$ cat src/rtl/ldr_unit.sv
// Load unit: takes one LDR/LDRB request, reads the containing word from memory,
// formats it and writes it to the register bank, or aborts after TIMEOUT cycles.
module ldr_unit #(
    parameter int unsigned TIMEOUT = 15
) (
    input  logic        clk,
    input  logic        rst_n,
    input  logic        ldr_req,
    output logic        ldr_ready,
    input  logic [3:0]  ldr_rd,
    input  logic [31:0] ldr_addr,
    input  logic        ldr_byte,
    output logic        mem_rd_en,
    output logic [31:0] mem_addr,
    input  logic        mem_ack,
    input  logic [31:0] mem_rdata,
    output logic [15:0] enable,
    output logic [31:0] ldr_data,
    output logic        memory_enable,
    output logic        ldr_err
);

    typedef enum logic [1:0] {
        S_IDLE = 2'd0,
        S_READ = 2'd1,
        S_WB   = 2'd2,
        S_ERR  = 2'd3
    } state_t;

    localparam logic [7:0] TIMEOUT_LAST = 8'(TIMEOUT - 1);

    state_t      r_state;
    state_t      w_next;
    logic [3:0]  r_rd;
    logic [31:0] r_addr;
    logic        r_byte;
    logic [7:0]  r_cnt;
    logic [31:0] r_data;
    logic        w_accept;
    logic        w_ack;
    logic        w_expire;

    // Little-endian byte lane select with zero extension; word loads pass through.
    function automatic logic [31:0] fmt_data(input logic [31:0] d,
                                             input logic [1:0]  off,
                                             input logic        is_byte);
        logic [31:0] res;
        if (!is_byte) begin
            res = d;
        end else begin
            case (off)
                2'd0:    res = {24'd0, d[7:0]};
                2'd1:    res = {24'd0, d[15:8]};
                2'd2:    res = {24'd0, d[23:16]};
                2'd3:    res = {24'd0, d[31:24]};
                default: res = 32'd0;
            endcase
        end
        return res;
    endfunction

    assign w_accept = (r_state == S_IDLE) && ldr_req;
    assign w_ack    = (r_state == S_READ) && mem_ack;
    // The cycle that would be the TIMEOUT-th without an ack; an ack here still wins.
    assign w_expire = (r_cnt == TIMEOUT_LAST);
    assign mem_addr = {r_addr[31:2], 2'b00};
    assign ldr_data = r_data;

    // State register.
    always_ff @(posedge clk or negedge rst_n) begin
        if (!rst_n) begin
            r_state <= S_IDLE;
        end else begin
            r_state <= w_next;
        end
    end

    // Next-state logic.
    always_comb begin
        w_next = r_state;
        case (r_state)
            S_IDLE: begin
                if (w_accept) w_next = S_READ;
                else          w_next = S_IDLE;
            end
            S_READ: begin
                if (w_ack)         w_next = S_WB;
                else if (w_expire) w_next = S_ERR;
                else               w_next = S_READ;
            end
            S_WB:    w_next = S_IDLE;
            S_ERR:   w_next = S_IDLE;
            default: w_next = S_IDLE;
        endcase
    end

    // State-decoded outputs.
    always_comb begin
        ldr_ready     = 1'b0;
        mem_rd_en     = 1'b0;
        enable        = 16'd0;
        memory_enable = 1'b0;
        ldr_err       = 1'b0;
        case (r_state)
            S_IDLE: ldr_ready = 1'b1;
            S_READ: mem_rd_en = 1'b1;
            S_WB: begin
                memory_enable = 1'b1;
                enable        = 16'd1 << r_rd;
            end
            S_ERR:   ldr_err   = 1'b1;
            default: ldr_ready = 1'b0;
        endcase
    end

    // Request capture, timeout counter and load-result register.
    always_ff @(posedge clk or negedge rst_n) begin
        if (!rst_n) begin
            r_rd   <= 4'd0;
            r_addr <= 32'd0;
            r_byte <= 1'b0;
            r_cnt  <= 8'd0;
            r_data <= 32'd0;
        end else if (w_accept) begin
            r_rd   <= ldr_rd;
            r_addr <= ldr_addr;
            r_byte <= ldr_byte;
            r_cnt  <= 8'd0;
        end else if (w_ack) begin
            r_data <= fmt_data(mem_rdata, r_addr[1:0], r_byte);
        end else if (r_state == S_READ) begin
            r_cnt  <= r_cnt + 8'd1;
        end
    end

endmodule

$ cat config.mk
export PLATFORM = sky130hd
export DESIGN_NAME = ldr_unit
export DESIGN_NICKNAME = d
export VERILOG_FILES = /design/src/rtl/ldr_unit.sv
export SDC_FILE = /design/constraint.sdc
export NUM_CORES = 1
export LEC_CHECK = 0
export BUFFER_PORTS_ARGS = -buffer_cell sky130_fd_sc_hd__buf_4
export CAP_MARGIN = 20
export CORE_MARGIN = 5
export CORE_UTILIZATION = 35
export CTS_CLUSTER_DIAMETER = 150
export DETAILED_ROUTE_END_ITERATION = 10
export SLEW_MARGIN = 10
export SYNTH_ARGS = -nofsm -noshare
export SYNTH_HDL_FRONTEND = slang
export SYNTH_SLANG_ARGS = --single-unit
$ cat constraint.sdc
create_clock -name clk -period 2.5 [get_ports clk]
set_clock_uncertainty 0.15 [all_clocks]
set_input_delay 0.125 -clock clk [delete_from_list [all_inputs] [get_ports clk]]
set_output_delay 0.125 -clock clk [all_outputs]
set_load 0.02 [all_outputs]
### Word-level counts from Yosys, hierarchy flattened

Index checks and enable logic that the tools add are counted.

* $add $sub $neg: 1
* multiply operators: 0
* divide/modulo/power cells: 0
* magnitude comparators: 0
* equal/unequal tests: 8
* shifts and indexed selects: 1
* multiplexer cells: 14
* bitwise gates (word level): 1
* reduce and logical (&&, ||, !) cells: 8

Operators with widths (number)
* 32-bit case mux with 4 select lines: 1
* 32-bit 2-to-1 mux: 1
* 8-bit 2-to-1 mux: 3
* 16-bit 2-to-1 mux: 1
* 1-bit by 4-bit left shift with 16-bit output (first input constant): 1
* 8-bit by 1-bit adder with 8-bit output (second input constant): 1
* 2-bit == test (second input constant): 4
* 8-bit by 4-bit == test with 1-bit output (second input constant): 1
* 2-bit case mux with 3 select lines: 1
* 1-bit 2-to-1 mux: 5
* 2-bit by 1-bit == test with 1-bit output (second input constant): 2
* 2-bit logical NOT: 2
* 2-bit 2-to-1 mux: 2
* 2-bit AND reduction: 2
* 1-bit logical AND: 2
* 2-bit inequality test (second input constant): 1
* 2-bit nonzero test: 1
* 2-bit OR reduction: 1
* 1-bit NOT: 1

* bits in registers: 79
* bits in latches: 0
* memory bits (writable): 0
* memory bits (read-only): 0
* input bits: 73
* memories: 0

### Depth between registers and ports, before layout

Gate-level depths: netlist of the first run.

* depth in word-level cells: 4
* gate-level depth with buffers: 5
* mapped depth without buffers: 5

### Worst setup path after synthesis of the first run

OpenSTA, ideal clock, no wires.

* kind: reg-to-output
* start point: reg r_state[0]
* end point: out enable[0]
* arrival time: 1.762 ns
* slack: 0.463 ns
* cell stages (with the launch flop): 4
* path buffers: 0
* cell sequence: dfrtp_1 and2b_1 or3b_2 nor3_1

* word-level cells in the longest chain between the ends: 2

RTL lines
* start, declared: line 32 `state_t r_state;`
* start signal, assigned: line 74 `r_state <= w_next;`
* 2-bit == test: line 104 `case (r_state)`
* 16-bit 2-to-1 mux: line 104
* end, declared: line 17 `output logic [15:0] enable,`

Every way passes these cells.

### Final worst setup path of the first run

Ends and elaborated chain as after synthesis.

==> results of run 1 <==
==> state kept, by name, indices dropped and copies added (netlist names) <==
signal / count
r_byte: 1
r_addr: 32
ldr_data: 32
r_rd: 4
r_cnt: 8
r_state: 2
==> worst min-delay path, cell delays in order <==
cell      delay, ns
buf_4          0.11
nor3_1         0.17
a211oi_1       0.07
==> power groups by stage <==
stage / clock, W / sequential [W] / combinational [W]
after global placement: 0 / 0.00224 / 0.00253
final: 0.00108 / 0.00225 / 0.00264
after global routing: 0.00117 / 0.00233 / 0.00285
after CTS: 0.00111 / 0.00225 / 0.00265
after detailed placement: 0 / 0.00226 / 0.00256
after floorplan: 0 / 0.00244 / 0.00149
==> area by class of cell <==
type,count,area (um^2)
Clock buffer,12,145.1
Clock inverter,4,77.57
Fill cell,937,4972
Inverter,4,15.01
Multi-Input combinational cell,216,1466
Sequential cell,79,1977
Tap cell,140,175.2
Timing Repair Buffer,228,1917
==> how the worst max path moves through the flow <==
stage | cells past startpoint | end | from | slack [ns]
floorplan | 3 | enable[0] | r_state[0] | 0.46
global placement | 2 | r_addr[23] | r_state[1] | 0.43
detailed placement | 2 | r_addr[17] | r_state[1] | 0.38
CTS | 4 | enable[0] | r_state[0] | 0.25
global route | 4 | enable[0] | r_state[0] | 0.15
finish | 4 | enable[0] | r_state[0] | 0.28
==> stage by stage <==
step	std cells	hold WS [ns]	utilization	total power [W]	setup slack, ns
floorplan	349	-0.3206	-	0.003934	0.4635
global placement	597	0.07535	0.4497	0.004770	0.4254
detailed placement	597	0.07852	0.4497	0.004815	0.3795
CTS	682	0.005443	0.5347	0.006005	0.2519
global route	683	0.02081	0.5373	0.006359	0.1486
finish	683	0.01200	0.5373	0.005961	0.2761
==> layer usage <==
layer,GRT usage,part of all wire,vias up
met3,0.04863,0.083,8
met5,0,0,-
met1,0.2116,0.43,1504
met2,0.2701,0.48,116
met4,0.03405,0.0072,0
li1,-,-,1536
==> cells by family (layout without fill, tap and decap cells) <==
| group | count (synthesis) | in the layout | synth area share |
|---|---|---|---|
| and+or+nand+nor | 137 | 137 | 0.1855 |
| DFF | 79 | 79 | 0.5216 |
| buffers and inverters | 54 | 248 | 0.09244 |
| muxes | 48 | 48 | 0.1390 |
| AOI/OAI and AO/OA | 26 | 26 | 0.05151 |
| adders and majority gates | 2 | 2 | 0.006602 |
| other | 1 | 2 | 0.0009895 |
| xor gates and xnor gates | 1 | 1 | 0.002311 |
==> placed cells by master (no fill, tap or decap), types with 3 or more instances in the layout <==
master,synthesis,routed
nor3_1,14,14
nand3b_1,29,29
clkbuf_8,0,10
nand2_1,52,52
and2_1,3,3
a211oi_1,8,8
o2bb2ai_1,8,8
buf_4,32,157
mux2_1,36,36
dlygate4sd3_1,0,69
nand2b_1,4,4
inv_1,4,4
dfrtp_1,79,79
nor2_1,23,23
mux2i_1,11,11
==> timing repair <==
item	4_1_cts	5_1_grt
hold buffers	69	0
hold endpoints to repair	129	0
resized for setup	0	0
==> flow_summary.yaml, run 1 <==
power:
  p_sw_w: 0.002312
  p_comb_frac: 0.442
  leakage_nw: 2.755
  ir_drop_v: 0.0004991
  seqPwrFrac: 0.377
  p_clk_frac: 0.181
  p_int_w: 0.003649
  p_per_area_mw_per_mm2: 1033
  switching_share: 0.3878
synth:
  synth_largest_area_cell: "dfrtp_1"
  syn-instance-count: 348
  async_flop_share: 1.000
  yosys_warnings: 0
  synthTopCellsByArea: "dfrtp_1, mux2_1, buf_4"
  seq_area_frac_synth: 0.5216
  netlist_area_mm2: 0.003790
  synth_top_cell_area_share: 0.5216
  yosys_most_used_dff: "dfrtp_1"
  synth_edf_count: 0
  yosysUniqueCellTypes: 39
  syn_avg_cell_area_um2: 10.89
  synthMostInstantiatedCell: "dfrtp_1"
  netlist_top_cells_count: "dfrtp_1, nand2_1, mux2_1, buf_4, nand3b_1"
  synth_seq_cells: 79
routing:
  detail_route.vias_per_cell: 4.633
  ant_nets: 0
  vias: 3164
  first_pass_iters: 4
  wl_per_cell_um: 15.15
  initialDrtViolationCount: 73
  drt-total-wl_um: 10350
  drc: 0
setup_path:
  r2r_slack_ns: 0.39
  cp_cell_sequence: "and2b_1 -> or3b_2 -> nor3_1 -> buf_4"
  worstPathBufferInverterCount: 1
  reg2reg_depth: 3
  r2r-end: "r_addr[2]"
  crit_path_end_kind: "primary output"
  cp.required_ns: 2.23
  arrival_ns: 1.95
  r2r_start: "r_state[1]"
  max_stage_delay_ns: 0.51
  critPathSlowestCell: "or3b_2"
  crit_family: "simple AND/OR/NAND/NOR gates"
  path_class: "flop to primary output"
  path_max_fanout: 9
  start_kind: "flop"
die:
  pin_count: 157
  start_util: 0.3527
  die_h_um: 114.1
  die_area_mm2: 0.01301
  fp-row-count: 38
  coreArea_mm2: 0.01075
  die_w_um: 114.1
grt:
  grt_max_degree: 55
  grt_pass1_vias: 3410
  grt.total_usage: 0.1627
  overflow: 0
  antenna_found_initial: 0
  grt_pass1_wl_um: 17160
min_path:
  holdPathEnd: "ldr_data[1]"
  whs_path_depth: 3
  hp-class: "input port to flop"
  worstHoldStart: "mem_rdata[1]"
timing:
  worstMarginPinSlew_ns: 0.6891
  hold_violations: 0
  finalSetupTns_ns: 0
  relSlewSlack: 0.5406
  slew_violations: 0
  setup_viol: 0
  fmax_mhz: 449.7
  rsz0062_at_grt: "no"
  period_needed_ns: 2.224
  period_share: 0.8896
placement:
  postPlaceCellArea_mm2: 0.004832
  gp_congestion: 0.8029
  dp_hpwl_um: 6899
  numPortBuffers: 154
cts:
  path_clk_slew_ns: 0.09
  cts_tree: "yes"
  cts_sinks: 79
  clockRootBuffer: "clkbuf_8"
  cts_buffer_depth: 2
  worst_skew_pair.late_latency_ns: 0.34
  numCtsBuffers: 9
  htreeDepth: 3
  cts_setup_buffers: 0
flow_run:
  maxCapViolCount: 0
cells_and_area:
  area_growth_pct: 52.33
  insertedDiodeCount: 0
  drive_above_1_share: 0.3260
  design_area_mm2: 0.005773
  nets: 613
status:
  status: "finished, final reports clean"
No activity file was read; power rests on OpenSTA's default activity.
==> run 2, diff against run 1 <==
--- a/constraint.sdc
+++ b/constraint.sdc
@@ -3,3 +3,3 @@
 set_input_delay 0.125 -clock clk [delete_from_list [all_inputs] [get_ports clk]]
 set_output_delay 0.125 -clock clk [all_outputs]
-set_load 0.02 [all_outputs]
+set_load 0.1 [all_outputs]
==> flow_summary.yaml, run 2 (synthesis results as in run 1) <==
die:
  die_w_um: 114.1
  fp-row-count: 38
  die_area_mm2: 0.01301
  die_h_um: 114.1
  start_util: 0.3527
  pin_count: 157
  coreArea_mm2: 0.01075
cts:
  cts_buffer_depth: 2
  path_clk_slew_ns: 0.08
  clockRootBuffer: "clkbuf_8"
  cts_tree: "yes"
  htreeDepth: 3
  worst_skew_pair.late_latency_ns: 0.34
  cts_setup_buffers: 0
  cts_sinks: 79
  numCtsBuffers: 9
cells_and_area:
  stdcell_count: 684
  area_growth_pct: 54.21
  multi_input_area_mm2: 0.001562
  fill_cells: 926
  final_cell_mix: "buf_4, dfrtp_1, dlygate4sd3_1"
  final_util: 0.5439
  drive_above_1_share: 0.3548
  insertedDiodeCount: 0
  seqCellArea_mm2: 0.001977
  nets: 616
  final_common_cell: "buf_4"
setup_path:
  r2r-end: "r_addr[17]"
  r2r_start: "r_state[1]"
  path_class: "flop to primary output"
  r2r_slack_ns: 0.40
  reg2reg_depth: 3
  arrival_ns: 2.07
  cp.required_ns: 2.23
  crit_path_end_kind: "primary output"
  start_kind: "flop"
  path_max_fanout: 9
min_path:
  holdPathEnd: "ldr_data[6]"
  whs_path_depth: 3
  worstHoldStart: "mem_rdata[6]"
  hp-class: "input port to flop"
timing:
  setup_viol: 0
  hold_violations: 0
  fmax_mhz: 426.7
  worst_hold_slack_ns: 0.02641
  worstMarginPinSlew_ns: 0.6845
  slew_violations: 0
  relSlewSlack: 0.5437
  period_needed_ns: 2.343
  finalSetupTns_ns: 0
  rsz0062_at_grt: "no"
  period_share: 0.9374
grt:
  grt_max_degree: 80
  overflow: 0
  antenna_found_initial: 0
  grt_pass1_vias: 3369
  grt_pass1_wl_um: 17170
  grt.total_usage: 0.1660
flow_run:
  maxCapViolCount: 0
routing:
  initialDrtViolationCount: 97
  drc: 0
  vias: 3200
  drt-total-wl_um: 10530
  wl_per_cell_um: 15.40
  ant_nets: 0
  detail_route.vias_per_cell: 4.678
  first_pass_iters: 4
placement:
  gp_congestion: 0.8109
  place_inst: 597
  numPortBuffers: 154
  dp_hpwl_um: 6978
status:
  status: "finished, final reports clean"
run 2: repair_timing:
action / in CTS / in global routing
resized for setup: 0 / 0
endpoints found under the hold margin: 155 / 0
hold buffers: 71 / 0
run 2: worst max path at each step:
stage | start | end | slack, ns | cells past startpoint
2_1_floorplan | r_state[0] | enable[0] | -0.004 | 3
3_3_place_gp | r_state[1] | r_addr[24] | 0.42 | 2
3_5_place_dp | r_state[1] | r_addr[30] | 0.37 | 2
4_1_cts | r_state[0] | enable[0] | 0.13 | 4
5_1_grt | r_state[0] | enable[0] | 0.04 | 4
6_report | r_state[0] | enable[0] | 0.16 | 4
run 2: per-stage QoR:
step                instance area [um^2]  setup WS, ns
floorplan                           3889     -0.004043
global placement                    4915        0.4245
detailed placement                  4915        0.3661
CTS                                 5789        0.1258
global route                        5844       0.03931
finish                              5844        0.1565
run 2: final cells by class:
type                            count  share of cell area
Clock inverter                      1           0.0008563
Clock buffer                       13             0.02719
Multi-Input combinational cell    216              0.2672
Inverter                            4            0.002569
Timing Repair Buffer              231              0.3340
Sequential cell                    79              0.3383
Tap cell                          140             0.02997
run 2: worst max-delay path: stages, from the launching register on:
cell and delay [ns]:
dfrtp_1 0.46, and2b_4 0.31, or3b_4 0.46, nor3_4 0.19
buf_4 0.31
run 2: routing by layer:
layer	routed length (um)	GRT usage	up-vias
li1	-	-	1538
met5	0	0	-
met2	5059	0.2709	135
met3	978	0.05338	15
met4	132	0.06255	0
met1	4361	0.2057	1512
Power of run 2 is left out: the tool's default activity adds up to more than one toggle a clock period on the data nets, which glitch-free logic cannot reach.
==> run 3, diff against run 2 <==
CORE_UTILIZATION = 40   (was 35)
PLACE_DENSITY = 0.68   (was unset)
==> flow_summary.yaml, run 3 (synthesis results as in run 1) <==
routing:
  initialDrtViolationCount: 132
  drt-met1-wl_um: 4478
  detail_route.vias_per_cell: 4.829
  wl_met2_um: 5301
  top_layer: "met4"
  wl_met3_um: 842
  drc: 0
  drt-total-wl_um: 10830
  ant_nets: 0
  vias: 3245
  first_pass_iters: 4
  wl_per_cell_um: 16.11
setup_path:
  path_max_fanout: 9
  arrival_ns: 2.06
  critPathSlowestCell: "dfrtp_1"
  cp_cell_sequence: "and2b_4 -> or3b_4 -> nor3_4 -> buf_4"
  startpoint: "r_state[0]"
  cp.required_ns: 2.23
  start_kind: "flop"
  worstPathBufferInverterCount: 1
  path_class: "flop to primary output"
  r2r_start: "r_state[1]"
  crit_family: "simple AND/OR/NAND/NOR gates"
  max_stage_delay_ns: 0.45
  crit_path_end_kind: "primary output"
placement:
  gp_congestion: 0.8069
  dp_hpwl_um: 7459
  postPlaceCellArea_mm2: 0.004933
  place_inst: 587
  numPortBuffers: 154
cells_and_area:
  design_area_mm2: 0.005864
  final_common_cell: "buf_4"
  fill_cells: 734
  final_cell_mix: "buf_4, dfrtp_1, dlygate4sd3_1"
  nets: 614
  drive_above_1_share: 0.3591
  area_growth_pct: 54.74
  insertedDiodeCount: 0
  stdcell_count: 672
status:
  violations: "negative hold slack"
  status: "finished, violations left"
timing:
  period_share: 0.9325
  relSlewSlack: 0.4957
  slew_violations: 0
  period_needed_ns: 2.331
  setup_viol: 0
  hold_violations: 1
  worstMarginPinSlew_ns: 0.7542
  fmax_mhz: 429.0
  worst_hold_slack_ns: -0.001415
  rsz0062_at_grt: "no"
cts:
  cts_tree: "yes"
  cts_sinks: 79
  cts_resized: 0
  numCtsBuffers: 9
  worst_skew_pair.late_latency_ns: 0.35
  cts_setup_buffers: 0
  path_clk_slew_ns: 0.08
  htreeDepth: 3
  clockRootBuffer: "clkbuf_8"
  cts_buffer_depth: 2
min_path:
  worstHoldStart: "mem_rdata[3]"
  hp-class: "input port to flop"
die:
  die_w_um: 107.3
  coreArea_mm2: 0.009240
  start_util: 0.4102
  die_area_mm2: 0.01152
  fp-row-count: 35
  pin_count: 157
  die_h_um: 107.3
flow_run:
  maxCapViolCount: 0
grt:
  overflow: 0
  antenna_found_initial: 0
  grt_max_degree: 42
  grt_pass1_vias: 3383
  grt_pass1_wl_um: 17210
  grt.total_usage: 0.1904
[run 3: per-stage QoR]
stage	utilization	TNS, ns	worst slack, ns	hold slack (ns)
final	0.6347	0	0.1687	-0.001415
after global routing	0.6347	0	0.05937	0.004925
after CTS	0.6347	0	0.1554	0.006003
after detailed placement	0.5339	0	0.5121	-0.02097
after global placement	0.5339	0	0.5725	-0.01857
after floorplan	-	-0.004043	-0.004043	-0.3206
[run 3: routing by layer]
metal  track usage  vias up
met3       0.06299       19
met2        0.3177      115
met1        0.2347     1573
met5             0        -
li1              -     1538
met4       0.05681        0
[run 3: timing repair]
| action | 4_1_cts | 5_1_grt |
|---|---|---|
| endpoints found under the hold margin | 113 | 0 |
| setup endpoints to repair | 0 | 0 |
| hold buffers | 70 | 0 |
[run 3: worst paths after layout]
check / end / slack (ns) / cells past startpoint
worst max-delay path: enable[0] / 0.17 / 4
max in group asynchronous: ldr_data[1] / 1.44 / 3
worst min-delay path: ldr_data[3] / -0.001 / 3
worst max register to register: r_rd[3] / 0.50 / 3
worst min register to register: ldr_data[29] / 0.32 / 2
min in group asynchronous: ldr_data[21] / 0.13 / 2
[run 3: worst reg2reg max path, delay by kind of cell (launching register included)]
kind                   cells  cell delay (ns)
buffers and inverters      1             0.26
DFF                        1             0.44
muxes                      1             0.35
and+or+nand+nor            1             0.68
[run 3: area by class of cell]
cell class	instances	area [um^2]	share of cell area
inverters	4	15.01	0.002560
flip-flops and latches	79	1977	0.3371
multi-input cells	216	1562	0.2663
well taps	129	161.4	0.02752
clock inverters	3	65.06	0.01109
clock buffers	12	165.2	0.02816
repair buffers	229	1919	0.3273
Power of run 3 is left out for the same reason.
